File: src/rtl/ram32_master_pkg.sv
// Shared definitions for the RAM32 command master.
// Contents: opcode and state enumerations, default widths, burst length cap.
// Optional feature macro used by ram32_master: RAM32_MASTER_CHECKSUM_EN.
package ram32_master_pkg;

  localparam int unsigned ADDR_W_DEF = 5;
  localparam int unsigned DATA_W_DEF = 16;
  localparam int unsigned MAX_LEN    = 32;

  typedef enum logic [1:0] {
    OP_WRITE = 2'b00,
    OP_READ  = 2'b01,
    OP_FILL  = 2'b10,
    OP_COPY  = 2'b11
  } op_t;

  typedef enum logic [2:0] {
    S_IDLE,
    S_WR,
    S_RD,
    S_RSP,
    S_FILL,
    S_CP_RD,
    S_CP_WR,
    S_DONE
  } state_t;

endpackage

File: src/rtl/ram32_addr_counter.sv
// Wrapping address counter with synchronous load and increment.
// Ports:
//   clk, rst_n : clock, asynchronous active-low reset
//   load       : load load_val (has priority over inc)
//   inc        : advance by one, wrapping at 2**ADDR_W
//   load_val   : value to load
//   q          : current count
//   nxt        : q + 1 (wrapped), for callers that need the look-ahead value
module ram32_addr_counter
  import ram32_master_pkg::*;
#(
  parameter int unsigned ADDR_W = ADDR_W_DEF
) (
  input  logic              clk,
  input  logic              rst_n,
  input  logic              load,
  input  logic              inc,
  input  logic [ADDR_W-1:0] load_val,
  output logic [ADDR_W-1:0] q,
  output logic [ADDR_W-1:0] nxt
);

  assign nxt = q + ADDR_W'(1);

  always_ff @(posedge clk or negedge rst_n) begin
    if (!rst_n)    q <= '0;
    else if (load) q <= load_val;
    else if (inc)  q <= nxt;
  end

endmodule

File: src/rtl/ram32_master.sv
// Command-driven initiator for the RAM32 array: single WRITE / READ and
// burst FILL / COPY, one command at a time over a valid/ready handshake,
// READ data returned on a valid/ready response channel.
// Ports:
//   clk, rst_n                 : clock, asynchronous active-low reset
//   cmd_valid/cmd_ready        : command handshake (ready only in IDLE)
//   cmd_op/addr/addr2/len/data : command fields, captured on acceptance
//   rsp_valid/rsp_ready/rsp_data : READ response channel
//   done, busy                 : completion pulse, not-idle flag
//   mem_addr/mem_wdata/mem_write/mem_rdata : RAM side (rdata combinational)
// Optional: define RAM32_MASTER_CHECKSUM_EN to add output wsum, the wrapping
// sum of every word written since the last command acceptance.
module ram32_master
  import ram32_master_pkg::*;
#(
  parameter int unsigned ADDR_W = ADDR_W_DEF,
  parameter int unsigned DATA_W = DATA_W_DEF
) (
  input  logic              clk,
  input  logic              rst_n,
  input  logic              cmd_valid,
  output logic              cmd_ready,
  input  logic [1:0]        cmd_op,
  input  logic [ADDR_W-1:0] cmd_addr,
  input  logic [ADDR_W-1:0] cmd_addr2,
  input  logic [ADDR_W:0]   cmd_len,
  input  logic [DATA_W-1:0] cmd_data,
  output logic              rsp_valid,
  input  logic              rsp_ready,
  output logic [DATA_W-1:0] rsp_data,
  output logic              done,
  output logic              busy,
  output logic [ADDR_W-1:0] mem_addr,
  output logic [DATA_W-1:0] mem_wdata,
  output logic              mem_write,
  input  logic [DATA_W-1:0] mem_rdata
`ifdef RAM32_MASTER_CHECKSUM_EN
  ,
  output logic [DATA_W-1:0] wsum
`endif
);

  localparam logic [ADDR_W:0] LEN_CAP = (ADDR_W+1)'(MAX_LEN);
  localparam logic [ADDR_W:0] LEN_ONE = (ADDR_W+1)'(1);

  state_t            state;
  logic [ADDR_W:0]   remain;
  logic [ADDR_W:0]   eff_len;
  logic              accept;
  logic [ADDR_W-1:0] src_q, src_nxt, dst_q, dst_nxt_unused;

  assign accept  = cmd_valid && (state == S_IDLE);
  assign eff_len = (cmd_len > LEN_CAP) ? LEN_CAP : cmd_len;

  // The source counter advances as soon as a word has been read (CP_RD), so
  // its plain value is the next source address when CP_WR schedules the
  // following read; FILL uses the look-ahead output instead.
  ram32_addr_counter #(.ADDR_W(ADDR_W)) u_src (
    .clk      (clk),
    .rst_n    (rst_n),
    .load     (accept),
    .inc      ((state == S_FILL) || (state == S_CP_RD)),
    .load_val (cmd_addr),
    .q        (src_q),
    .nxt      (src_nxt)
  );

  ram32_addr_counter #(.ADDR_W(ADDR_W)) u_dst (
    .clk      (clk),
    .rst_n    (rst_n),
    .load     (accept),
    .inc      (state == S_CP_WR),
    .load_val (cmd_addr2),
    .q        (dst_q),
    .nxt      (dst_nxt_unused)
  );

  // mem_wdata doubles as the COPY hold register.
  always_ff @(posedge clk or negedge rst_n) begin
    if (!rst_n) begin
      state     <= S_IDLE;
      cmd_ready <= 1'b1;
      rsp_valid <= 1'b0;
      rsp_data  <= '0;
      done      <= 1'b0;
      busy      <= 1'b0;
      mem_addr  <= '0;
      mem_wdata <= '0;
      mem_write <= 1'b0;
      remain    <= '0;
    end else begin
      done <= 1'b0;
      case (state)
        S_IDLE: begin
          if (cmd_valid) begin
            cmd_ready <= 1'b0;
            busy      <= 1'b1;
            mem_addr  <= cmd_addr;
            mem_wdata <= cmd_data;
            remain    <= eff_len;
            case (op_t'(cmd_op))
              OP_WRITE: begin
                mem_write <= 1'b1;
                state     <= S_WR;
              end
              OP_READ: state <= S_RD;
              OP_FILL: begin
                if (eff_len == '0) begin
                  done  <= 1'b1;
                  state <= S_DONE;
                end else begin
                  mem_write <= 1'b1;
                  state     <= S_FILL;
                end
              end
              default: begin
                if (eff_len == '0) begin
                  done  <= 1'b1;
                  state <= S_DONE;
                end else begin
                  state <= S_CP_RD;
                end
              end
            endcase
          end
        end
        S_WR: begin
          mem_write <= 1'b0;
          done      <= 1'b1;
          state     <= S_DONE;
        end
        S_RD: begin
          rsp_data  <= mem_rdata;
          rsp_valid <= 1'b1;
          state     <= S_RSP;
        end
        S_RSP: begin
          if (rsp_ready) begin
            rsp_valid <= 1'b0;
            done      <= 1'b1;
            state     <= S_DONE;
          end
        end
        S_FILL: begin
          if (remain == LEN_ONE) begin
            mem_write <= 1'b0;
            done      <= 1'b1;
            state     <= S_DONE;
          end else begin
            mem_addr <= src_nxt;
            remain   <= remain - LEN_ONE;
          end
        end
        S_CP_RD: begin
          mem_wdata <= mem_rdata;
          mem_addr  <= dst_q;
          mem_write <= 1'b1;
          state     <= S_CP_WR;
        end
        S_CP_WR: begin
          mem_write <= 1'b0;
          if (remain == LEN_ONE) begin
            done  <= 1'b1;
            state <= S_DONE;
          end else begin
            mem_addr <= src_q;
            remain   <= remain - LEN_ONE;
            state    <= S_CP_RD;
          end
        end
        S_DONE: begin
          cmd_ready <= 1'b1;
          busy      <= 1'b0;
          state     <= S_IDLE;
        end
        default: state <= S_IDLE;
      endcase
    end
  end

`ifdef RAM32_MASTER_CHECKSUM_EN
  always_ff @(posedge clk or negedge rst_n) begin
    if (!rst_n)         wsum <= '0;
    else if (accept)    wsum <= '0;
    else if (mem_write) wsum <= wsum + mem_wdata;
  end
`endif

endmodule

File: config.mk
export PLATFORM = sky130hd
export DESIGN_NAME = ram32_master
export DESIGN_NICKNAME = d
export VERILOG_FILES = /design/src/rtl/ram32_master_pkg.sv /design/src/rtl/ram32_addr_counter.sv /design/src/rtl/ram32_master.sv
export SDC_FILE = /design/constraint.sdc
export NUM_CORES = 1
export LEC_CHECK = 0
export ABC_AREA = 1
export BUFFER_PORTS_ARGS = -buffer_cell sky130_fd_sc_hd__clkbuf_2
export CAP_MARGIN = 20
export CORE_MARGIN = 10
export CORE_UTILIZATION = 52
export DETAILED_ROUTE_END_ITERATION = 8
export GPL_TIMING_DRIVEN = 0
export PLACE_DENSITY = 0.89
export SYNTH_ARGS = -nofsm -noshare
export SYNTH_HDL_FRONTEND = slang
export SYNTH_SLANG_ARGS = --single-unit
File: constraint.sdc
create_clock -name clk -period 1.94 [get_ports clk]
set_input_delay 0.194 -clock clk [delete_from_list [all_inputs] [get_ports clk]]
set_output_delay 0.194 -clock clk [all_outputs]
set_load 0.005 [all_outputs]
# == After elaboration in Yosys (flattened, before gate mapping) ==
# Index checks and enable logic that the tools add are counted.
# op_classes
n_addsub,3
mul,0
div,0
magnitude_cmp,1
n_eq_ne,18
shifts,0
muxes,39
bitwise,0
n_reduce_logical,23
# op_table
cell,n
$mux W5,7
$pmux W16 S2,1
$pmux W3 S8,1
$pmux W5 S4,1
$mux W6,3
$mux W16,1
$eq A3 B3 Y1 const B,4
$pmux W6 S2,1
$reduce_bool A2 Y1,6
$mux W1,11
$add A5 B1 Y5 const B,2
$ne A2 B2 Y1 const B,5
$mux W3,3
$pmux W3 S3,1
$pmux W1 S2,4
$pmux W1 S4,2
$reduce_bool A4 Y1,2
$eq A3 B2 Y1 const B,2
$eq A6 B1 Y1 const B,1
$gt A6 B6 Y1 const B,1
$logic_not A6 Y1,1
$mux W2,3
$reduce_and A2 Y1,3
$reduce_and A3 Y1,2
14 further kinds,16
# word_totals
register_bits,61
latchBits,0
ram_bits,0
romBits,0
in_bits,54
output_inout_bits,42
elab_cells,96
memories,0

# == Logic depth before layout (Yosys ltp) ==
# logic_depth
depth_word,7
depth_mapped,10

# == Hierarchy ==
# From an unflattened synthesis, not the netlist that was laid out.
# hier_totals
hier_cells,382
hier_area_um2,3193.1
# by_module_without_submodules
mod,n_inst,cells_per_inst,area_each_um2,seq_area_each_um2
ram32_master,1,304,2610.0,1277.5
ram32_addr_counter,2,39,291.5,125.1

# == Worst setup path before layout ==
# OpenSTA, ideal clock, no wires.
# synth_path
path_type,reg2reg
startpoint,register state[0]
endpoint,register mem_wdata[10]
setup_time_ns,0.123
t_arrival_ns,1.256
t_required_ns,1.817
path_slack_ns,0.561
stages_incl_launch_ff,9
path_buffers,2
cell_sequence,dfrtp_1 > buf_4 > inv_4 > nand2_2 > nor2_4 > nand2_4 > buf_2 > nor3_1 > nor3_2
# synth_via
elab_chain_len,3
word_cells_on_any_way,6
# synth_lines
item,line_no,text
"start, declared",ram32_master.sv:46,state_t state;
"start signal, assigned",ram32_master.sv:81,state <= S_IDLE;
"start signal, assigned",ram32_master.sv:104,state <= S_WR;
"start signal, assigned",ram32_master.sv:106,OP_READ: state <= S_RD;
$eq A3 B3 Y1 / $logic_not A3 Y1 (equally long branches),ram32_master.sv:93,case (state)
$reduce_bool A2 Y1 (no line) / $ne A2 B2 Y1 (equally long branches),n/a,
$reduce_and A2 Y1 (no line),n/a,
"end signal, assigned",ram32_master.sv:99,mem_wdata <= cmd_data;
"end signal, assigned",ram32_master.sv:155,mem_wdata <= mem_rdata;
"end, declared",ram32_master.sv:34,"output logic [DATA_W-1:0] mem_wdata,"
# Several ways; a longest one is shown, not always the timed one.
# A chain may end at the register's enable or synchronous reset.

# == Worst setup path after layout ==
# layout_path
startpoint,register state[2]
endpoint,register mem_wdata[6]
# Same word-level chain as after synthesis.

==> metrics <==
WL final 9010 microns; vias in the first global route 3153; Via Count 3106; CTS buffer count 9; register area share after synthesis 46.2%; synthesized flop and latch total 61; syn avg cell area 8.21 sq um; clock root cell clkbuf_8; Rows 29; Post-Synthesis Cells 403; Pleak 2.17 nW; die width 99.8 microns; crit path buf inv count 3; area of the mapped netlist 3310 sq um; critical path startpoint category flop; routed vias/inst 5.26; crit-path max cell delay 450 ps; CP Data Required Time 2170 ps; initial core utilization 52.7%; placed cell count 575; First DRT Iteration DRCs 75; remaining global-route overflow 0; crit path capture type flop; Detailed Routing Iterations Pass 1 5; I/O pins 96; Worst path depth 6; Post-DP HPWL 6830 microns; largest net degree at the start of global routing 62; clock latency on the worst-skew pair 350 ps; CP top delay family buffers and inverters; final setup fails 0; Clock H-tree levels 3; power per cell area 829 nW/um^2; final non-filler cell area 4150 sq um; critical path type reg -> reg; Slowest cell on crit path dfrtp_1; RD Place Congestion 0.876; # nets final 567; die area 9960 sq um; fill count 523; critical path cell sequence buf_4 -> nand3_4 -> clkinv_2 -> buf_2 -> nor3_1 -> nor3_2; Routed Antenna Nets 0; initial antenna violation count 0; Arr. time, crit path 1830 ps; Total GRT Usage 18.0%; area share of the largest cell type after synthesis 45.4%; post-synth cell types 32; Hold WC Path Type in -> async; TNS Setup 0 ps; Worst VDD drop 610 uV; Slew @ Worst Pin 828 ps; Fin. Hold Viols 60; Hold WS -35.6 ps; Fmax 0.625 GHz; Wirelength per Cell 15.2 microns; drt drc 0; Die Y 99.8 microns; Non-Filler Instances 591; CTS tree done; Reg2Reg Depth 6; layout cells sized above 1 32.1%; Placeable Area 6280 sq um; slew margin rel. 44.8%; Worst-path clk slew 70 ps; post-cts gate resize count 0; status complete, but fails checks; hold_buf cts 0; failing checks hold timing; period utilization 82.5%; global-route wire length before repair 14800 microns; Synth area leaders dfrtp_1 (45%), nand2_1 (13%), nor2_1 (5.8%), mux2_2 (5.4%), nor3_1 (3.5%); Syn Nets 461; I/O Buffers 95; P&R area growth vs syn 25.5%; area leader, netlist dfrtp_1; n_diodes 0; RSZ-0062 raised after global routing no; synth warn 0; skew final 10.5 ps; post-layout minimum cycle time 1600 ps; Max clock buf depth 2; Post-CTS Setup Bufs 0; Max Cap Viol 0; number of clock sinks 61; placed cell area 3880 sq um; CP Max Fanout 10; Max Slew Vio Count 0
==> logic make-up after synthesis <==
kind of cell / synth area share, %
mux: 5.44
compound gates: 4.73
xor+xnor: 1.32
flops: 46.2
fa+ha+maj: 1.51
simple gates: 34.7
buf+inv: 6.12
==> layout make-up <==
type / count / area [sq um] / share of cell area, %
buffer: 12 / 87.6 / 2.11
clock buffer: 9 / 124 / 2.98
clock inverter: 7 / 146 / 3.52
inverter: 29 / 115 / 2.77
multi-input combinational: 301 / 1580 / 38.0
sequential: 61 / 1530 / 36.8
tap: 77 / 96.3 / 2.32
timing repair buffer: 95 / 478 / 11.5
==> worst register-to-register path, cell delays in order (launching register included) <==
cell and delay, ps:
dfrtp_1 450, buf_4 210, nand3_4 120, clkinv_2 160, buf_2 240, nor3_1 260, nor3_2 60
==> stage by stage <==
step           util, %  hold slack [ps]  total power [mW]  setup slack (ps)
2_1_floorplan        -             -102              1.72               561
3_3_place_gp      61.8              418              1.89               348
3_5_place_dp      61.9              375              1.92               370
4_1_cts           66.2             4.23              3.46               348
5_1_grt           66.2             37.3              3.59               214
6_report          66.2            -35.6              3.44               340
==> state kept, by name, summed over array words and instances, names as in the netlist, 3 cells and up <==
name	cells
remain	6
rsp_data	16
mem_wdata	16
u_src.q	5
mem_addr	5
state	3
u_dst.q	5
==> synth_stat cells (all sizes together) <==
library cell	count
xor2	3
nand2	123
nand3	19
o211ai	3
o21ai	19
clkbuf	1
o21bai	1
a31oi	1
ha	4
clkinv	1
nor3	33
nor2	57
buf	11
inv	28
dfrtp	60
mux2	16
xnor2	2
dfstp	1
a21oi	5
nand4	11
nand3b	4
==> power breakdown <==
group | switching, mW | leakage [nW] | internal, mW | total, mW
registers | 0.0702 | 0.686 | 1.36 | 1.43
logic | 0.272 | 1.35 | 0.209 | 0.480
clock network | 0.542 | 0.134 | 0.992 | 1.53
==> final timing paths <==
check	slack [ps]	to	startpoint
setup / recovery	340	mem_wdata[6]	state[2]
hold / removal	-40	mem_wdata[5]	rst_n
setup reg to reg	340	mem_wdata[6]	state[2]
hold reg to reg	460	cmd_ready	cmd_ready
max in group asynchronous	1440	u_src.q[3]	rst_n
min in group clk	70	u_dst.q[1]	cmd_addr2[1]
==> cell usage in the layout, fill, tap and decap left out, drive strengths merged <==
cell type  netlist  routed
a21oi            5       5
a31oi            1       1
buf             11      11
bufinv           0       4
clkbuf           1     105
clkinv           1       3
dfrtp           60      60
dfstp            1       1
ha               4       4
inv             28      29
mux2            16      16
nand2          123     123
nand3           19      19
nand3b           4       4
nand4           11      11
nor2            57      57
nor3            33      33
o211ai           3       3
o21ai           19      19
o21bai           1       1
xnor2            2       2
xor2             3       3
==> per-layer routing <==
metal	up-vias	track usage (%)	wire length [microns]
met4	0	5.84	151
met2	86	31.4	4690
met3	12	5.98	561
met1	1479	20.1	3610
met5	-	0	0
li1	1529	-	-
No activity file was read; power rests on OpenSTA's default activity.
